<file path="src/rtl/fetch_queue_if.sv">
// rtl/fetch_queue_if.sv - fetch/decode handshake bundle for fetch_queue
//
// Groups the fetch-side enqueue handshake, the decode-side dequeue handshake
// and the queue status outputs.
//   master : fetch/decode side (drives in_*, out_ready; observes the rest)
//   slave  : the queue itself
interface fetch_queue_if #(
  parameter int DEPTH = 8,
  parameter int PTR_W = $clog2(DEPTH)
);
  logic             in_valid;
  logic [31:0]      in_inst;
  logic [31:0]      in_pc;
  logic [31:0]      in_npc;
  logic             in_ready;
  logic             out_valid;
  logic [31:0]      out_inst;
  logic [31:0]      out_pc;
  logic [31:0]      out_npc;
  logic             out_ready;
  logic [PTR_W:0]   count;
  logic             wfi_seen;

  modport master (
    output in_valid, in_inst, in_pc, in_npc, out_ready,
    input  in_ready, out_valid, out_inst, out_pc, out_npc, count, wfi_seen
  );

  modport slave (
    input  in_valid, in_inst, in_pc, in_npc, out_ready,
    output in_ready, out_valid, out_inst, out_pc, out_npc, count, wfi_seen
  );
endinterface

</file>
<file path="src/rtl/fetch_queue.sv">
// rtl/fetch_queue.sv - registered instruction FIFO between fetch and decode
//
// Ports:
//   clock : system clock, rising edge
//   reset : asynchronous active-low reset
//   flush : synchronous clear of all entries (mispredict recovery)
//   q     : fetch_queue_if.slave
//           in_valid/in_inst/in_pc/in_npc/in_ready  - enqueue handshake
//           out_valid/out_inst/out_pc/out_npc/out_ready - head to decode
//           count    - occupied entries (0..DEPTH)
//           wfi_seen - a WFI was accepted since the last reset or flush
module fetch_queue #(
  parameter int DEPTH = 8,
  parameter int PTR_W = $clog2(DEPTH)
) (
  input  logic          clock,
  input  logic          reset,
  input  logic          flush,
  fetch_queue_if.slave  q
);

  localparam logic [31:0]    NOP      = 32'h00000013;
  localparam logic [31:0]    WFI      = 32'h10500073;
  localparam logic [PTR_W:0] FULL     = (PTR_W + 1)'(DEPTH);
  localparam logic [PTR_W:0] CNT_ONE  = (PTR_W + 1)'(1);
  localparam logic [PTR_W-1:0] PTR_ONE = PTR_W'(1);

  typedef struct packed {
    logic [31:0] inst;
    logic [31:0] pc;
    logic [31:0] npc;
  } entry_t;

  entry_t           mem [DEPTH];
  logic [PTR_W-1:0] head;
  logic [PTR_W-1:0] tail;
  logic [PTR_W:0]   cnt;
  logic             wfi;
  logic             enq;
  logic             deq;
  entry_t           head_ent;

  // in_ready looks only at registered state, so a full queue never accepts
  // on the strength of a same-cycle dequeue.
  assign q.in_ready  = (cnt != FULL) && !wfi;
  assign q.out_valid = (cnt != '0);
  assign enq         = q.in_valid && q.in_ready && !flush;
  assign deq         = q.out_valid && q.out_ready && !flush;

  // An empty queue presents a NOP at PC 0 instead of stale storage.
  assign head_ent    = mem[head];
  assign q.out_inst  = q.out_valid ? head_ent.inst : NOP;
  assign q.out_pc    = q.out_valid ? head_ent.pc   : 32'h0;
  assign q.out_npc   = q.out_valid ? head_ent.npc  : 32'h0;
  assign q.count     = cnt;
  assign q.wfi_seen  = wfi;

  always_ff @(posedge clock or negedge reset) begin
    if (!reset) begin
      head <= '0;
      tail <= '0;
      cnt  <= '0;
      wfi  <= 1'b0;
      for (int i = 0; i < DEPTH; i++) begin
        mem[i] <= '0;
      end
    end else if (flush) begin
      head <= '0;
      tail <= '0;
      cnt  <= '0;
      wfi  <= 1'b0;
    end else begin
      if (enq) begin
        mem[tail] <= '{inst: q.in_inst, pc: q.in_pc, npc: q.in_npc};
        tail      <= tail + PTR_ONE;
        if (q.in_inst == WFI) begin
          wfi <= 1'b1;
        end
      end
      if (deq) begin
        head <= head + PTR_ONE;
      end
      // Pointers wrap naturally; full/empty is decided by cnt alone.
      case ({enq, deq})
        2'b10:   cnt <= cnt + CNT_ONE;
        2'b01:   cnt <= cnt - CNT_ONE;
        default: cnt <= cnt;
      endcase
    end
  end

endmodule

</file>
<file path="src/flat_wrapper.sv">
// flat-port wrapper written by rule: the top's interface ports become plain ports
module fetch_queue_flat 
#(
  parameter int DEPTH = 8,
  parameter int PTR_W = $clog2(DEPTH)
)
  (clock, reset, flush, q_in_valid, q_in_inst, q_in_pc, q_in_npc, q_out_ready, q_in_ready, q_out_valid, q_out_inst, q_out_pc, q_out_npc, q_count, q_wfi_seen);
  fetch_queue_if #(.DEPTH(DEPTH), .PTR_W(PTR_W)) q_i ();
  input  logic clock;
  input  logic reset;
  input  logic flush;
  input wire logic [$bits(q_i.in_valid)-1:0] q_in_valid;
  input wire logic [$bits(q_i.in_inst)-1:0] q_in_inst;
  input wire logic [$bits(q_i.in_pc)-1:0] q_in_pc;
  input wire logic [$bits(q_i.in_npc)-1:0] q_in_npc;
  input wire logic [$bits(q_i.out_ready)-1:0] q_out_ready;
  output wire logic [$bits(q_i.in_ready)-1:0] q_in_ready;
  output wire logic [$bits(q_i.out_valid)-1:0] q_out_valid;
  output wire logic [$bits(q_i.out_inst)-1:0] q_out_inst;
  output wire logic [$bits(q_i.out_pc)-1:0] q_out_pc;
  output wire logic [$bits(q_i.out_npc)-1:0] q_out_npc;
  output wire logic [$bits(q_i.count)-1:0] q_count;
  output wire logic [$bits(q_i.wfi_seen)-1:0] q_wfi_seen;
  assign q_i.in_valid = q_in_valid;
  assign q_i.in_inst = q_in_inst;
  assign q_i.in_pc = q_in_pc;
  assign q_i.in_npc = q_in_npc;
  assign q_i.out_ready = q_out_ready;
  assign q_in_ready = q_i.in_ready;
  assign q_out_valid = q_i.out_valid;
  assign q_out_inst = q_i.out_inst;
  assign q_out_pc = q_i.out_pc;
  assign q_out_npc = q_i.out_npc;
  assign q_count = q_i.count;
  assign q_wfi_seen = q_i.wfi_seen;
  fetch_queue #(.DEPTH(DEPTH), .PTR_W(PTR_W)) u_core (.clock(clock), .reset(reset), .flush(flush), .q(q_i));
endmodule
</file>
<file path="config.mk">
export PLATFORM = sky130hd
export DESIGN_NAME = fetch_queue_flat
export DESIGN_NICKNAME = d
export VERILOG_FILES = /design/src/rtl/fetch_queue_if.sv /design/src/rtl/fetch_queue.sv /design/src/flat_wrapper.sv
export SDC_FILE = /design/constraint.sdc
export NUM_CORES = 1
export LEC_CHECK = 0
export CELL_PAD_IN_SITES_DETAIL_PLACEMENT = 1
export CELL_PAD_IN_SITES_GLOBAL_PLACEMENT = 2
export CORE_MARGIN = 3
export CORE_UTILIZATION = 48
export CTS_CLUSTER_SIZE = 30
export DETAILED_ROUTE_END_ITERATION = 16
export PLACE_DENSITY = 0.81
export SLEW_MARGIN = 20
export SYNTH_ARGS = -nofsm -noshare
export SYNTH_HDL_FRONTEND = slang
export SYNTH_SLANG_ARGS = --single-unit
</file>
<file path="constraint.sdc">
create_clock -name clock -period 7 [get_ports clock]
set_clock_uncertainty 0.2 [all_clocks]
set_input_delay 1.4 -clock clock [delete_from_list [all_inputs] [get_ports clock]]
set_output_delay 1.4 -clock clock [all_outputs]
set_load 0.005 [all_outputs]
</file>
==> flow_summary.ini <==
[worst_setup_path]
cp.depth = 5
reg2reg_slack_ps = 3280
path_max_fanout = 43
crit_type = register to primary output
crit_path_end_kind = primary output
worstSetupStartpointType = register
max_stage_delay_ps = 1060
cp-endpoint = q_out_npc[20]
r2r-end = u_core.q.count[3]
regToRegStartpoint = u_core.q.count[3]
required_ps = 5400
cp.arrival_ps = 3580
ff2ff_path_depth = 10
startpoint = u_core.head[0]
crit_chain = buf_4 -> mux4_2 -> mux2i_1 -> nor2_1 -> clkdlybuf4s50_1
crit_buf_inv = 2
cp_top_family = flip-flops
critPathSlowestCell = dfrtp_4

[routing]
routed_wl_um = 86600
dr.pass1.iters = 5
drt-wirelength-per-cell_um = 25.7
via_per_inst = 5.84
first_iter_violations = 980
drc_errors = 0
vias = 19700
ant_nets = 0

[sta]
setup_viol = 0
slew_violations = 0
timing.fmax_mhz = 193
tightestPinTransition_ps = 1070
rsz0062_at_grt = false
final.min_clock_period_ps = 5180
slew_headroom_pct = 28.4
fin_setup_tns_ps = 0
fin_crit_sh_pct = 74.0
hold_viol_final = 0

[finish]
stdcell_area_mm2 = 0.0412
mostFrequentLayoutCell = dfrtp_1
post-route-util_pct = 57.1
mostFrequentLayoutCells = 776 x dfrtp_1, 699 x mux2_2, 202 x clkdlybuf4s50_1
fin_nets = 2446
area_growth_pct = 16.7
drive_above_1_share_pct = 46.4

[clocking]
cts.sinks = 779
postCtsSetupRepairBufs = 0
cts_max_path_buffers = 3
cts_tree = done
h-tree-depth = 3
insertion_delay_ps = 610
cts_resized = 0
path_clk_slew_ps = 60
cts-root-buf = clkbuf_16
hold_buffers = 0
cts_made_buffers = 85

[place]
hpwl_um = 49300
io_buffers = 203
place_congestion = 0.752
dpl_cell_area_mm2 = 0.0382

[synth]
async_reset_ff_share_pct = 100
avgSynthCellArea_um2 = 16.3
synth-edff-count = 0
seq_area_frac_synth_pct = 55.2
syn_nets = 2269
synth.yosys.warnings = 0
yosysUniqueCellTypes = 42
ys.flop_type = dfrtp_1
synth_area_mm2 = 0.0353
syn_inst = 2163
ys_ff_latch = 779

[global_route]
antenna_found_initial = 15
grt_usage_pct = 22.8
grt_pass1_wl_um = 137000
grt_pass1_vias = 22600
gr-total-overflow = 0
grt_max_degree = 157

[die]
die_h_um = 277
core_area_mm2 = 0.0721
io_pins = 204
fp.dieW_um = 277
die-area_mm2 = 0.0768
start_util_pct = 48.9
rows = 98

[power_and_ir_drop]
vdd_ir_drop_max_mv = 1.09
p_leak_nw = 18.4
power_density_mw_per_mm2 = 374

[outcome]
status = finished clean

[min_path]
hold_path.class = register to register

[job]
maxCapViolations = 0
-- registers in the layout (all words and copies together) (netlist names) --
name               count
u_core.mem           768
u_core.q.count         4
u_core.head            3
u_core.tail            3
u_core.q.wfi_seen      1
-- cells by family (layout without fill, tap and decap cells) --
group | count (synthesis) | after routing | share of synthesized area [%]
fa+ha+maj | 5 | 5 | 0.199
compound gates | 12 | 12 | 0.252
flops | 779 | 779 | 55.2
xor+xnor | 5 | 5 | 0.124
buf+inv | 151 | 395 | 2.27
mux | 1059 | 1059 | 40.0
simple gates | 152 | 152 | 1.95
other cells | 0 | 11 | 0
-- worst min-delay path by stage --
stage                                from              end  slack (ps)  depth (start not counted)
after floorplan           u_core.mem[481]  u_core.mem[481]         250                          1
after global placement    u_core.mem[443]  u_core.mem[443]         260                          1
final                     u_core.mem[438]  u_core.mem[438]         280                          1
after CTS                 u_core.mem[384]  u_core.mem[384]         290                          1
after global routing      u_core.mem[401]  u_core.mem[401]         300                          1
after detailed placement  u_core.mem[384]  u_core.mem[384]         270                          1
-- per-stage QoR --
| stage | setup WS, ps | hold WS (ps) | total power [W] | instances |
|---|---|---|---|---|
| 2_1_floorplan | 3650 | 252 | 0.00893 | 2163 |
| 3_3_place_gp | 2030 | 261 | 0.0107 | 3203 |
| 3_5_place_dp | 1920 | 272 | 0.0110 | 3203 |
| 4_1_cts | 1660 | 286 | 0.0157 | 3357 |
| 5_1_grt | 1500 | 304 | 0.0163 | 3362 |
| 6_report | 1820 | 284 | 0.0154 | 3368 |
-- worst reg2reg max path: cells and delay by family, from the launching register on --
kind | cells | cell delay (ps)
buffers and inverters | 2 | 900
and+or+nand+nor | 5 | 1250
AOI/OAI and AO/OA | 2 | 400
adders and majority gates | 1 | 370
DFF | 1 | 490
-- power breakdown --
part           switching [W]  internal, W
Clock                0.00181      0.00279
Combinational        0.00189      0.00272
Sequential          0.000651      0.00556
-- Yosys cell counts, types with 2 or more instances --
| library cell | n | area share (%) |
|---|---|---|
| dfrtp_1 | 779 | 55 |
| mux2_2 | 699 | 22 |
| mux4_2 | 192 | 12 |
| nor2_1 | 102 | 1.1 |
| mux2i_1 | 98 | 2.8 |
| buf_2 | 82 | 1.2 |
| mux2_4 | 36 | 1.5 |
| mux2_1 | 34 | 1.1 |
| clkbuf_1 | 31 | 0.33 |
| buf_1 | 15 | 0.16 |
| buf_6 | 15 | 0.48 |
| nand2_1 | 14 | 0.15 |
| nand3_1 | 6 | 0.085 |
| buf_4 | 5 | 0.11 |
| nand4_1 | 5 | 0.089 |
| a21oi_1 | 4 | 0.057 |
| ha_1 | 4 | 0.14 |
| nor2b_1 | 4 | 0.071 |
| nor3_1 | 4 | 0.057 |
| nor4_1 | 4 | 0.071 |
| xor2_1 | 4 | 0.099 |
| inv_1 | 3 | 0.032 |
| nor3b_2 | 2 | 0.071 |
| o211ai_1 | 2 | 0.043 |
| or3_1 | 2 | 0.035 |
-- metal layers --
| layer | vias to the layer above | share of wire (%) | wire length [µm] | global-route usage, % |
|---|---|---|---|---|
| met5 | - | 0.068 | 59 | 0 |
| met4 | 10 | 2.1 | 1790 | 5.09 |
| met3 | 126 | 4.0 | 3440 | 4.19 |
| met2 | 309 | 50 | 43700 | 39.0 |
| met1 | 10800 | 43 | 37600 | 30.5 |
| li1 | 8420 | - | - | - |
-- area by class of cell --
class,count,area [µm²]
repair buffers,238,2490
clock inverters,28,313
inverters,3,11.3
multi-input cells,1233,15000
flip-flops and latches,779,19500
clock buffers,126,2610
well taps,950,1190
diodes,11,27.5
fillers,6524,30900
Power figures use the tool's default switching activity.
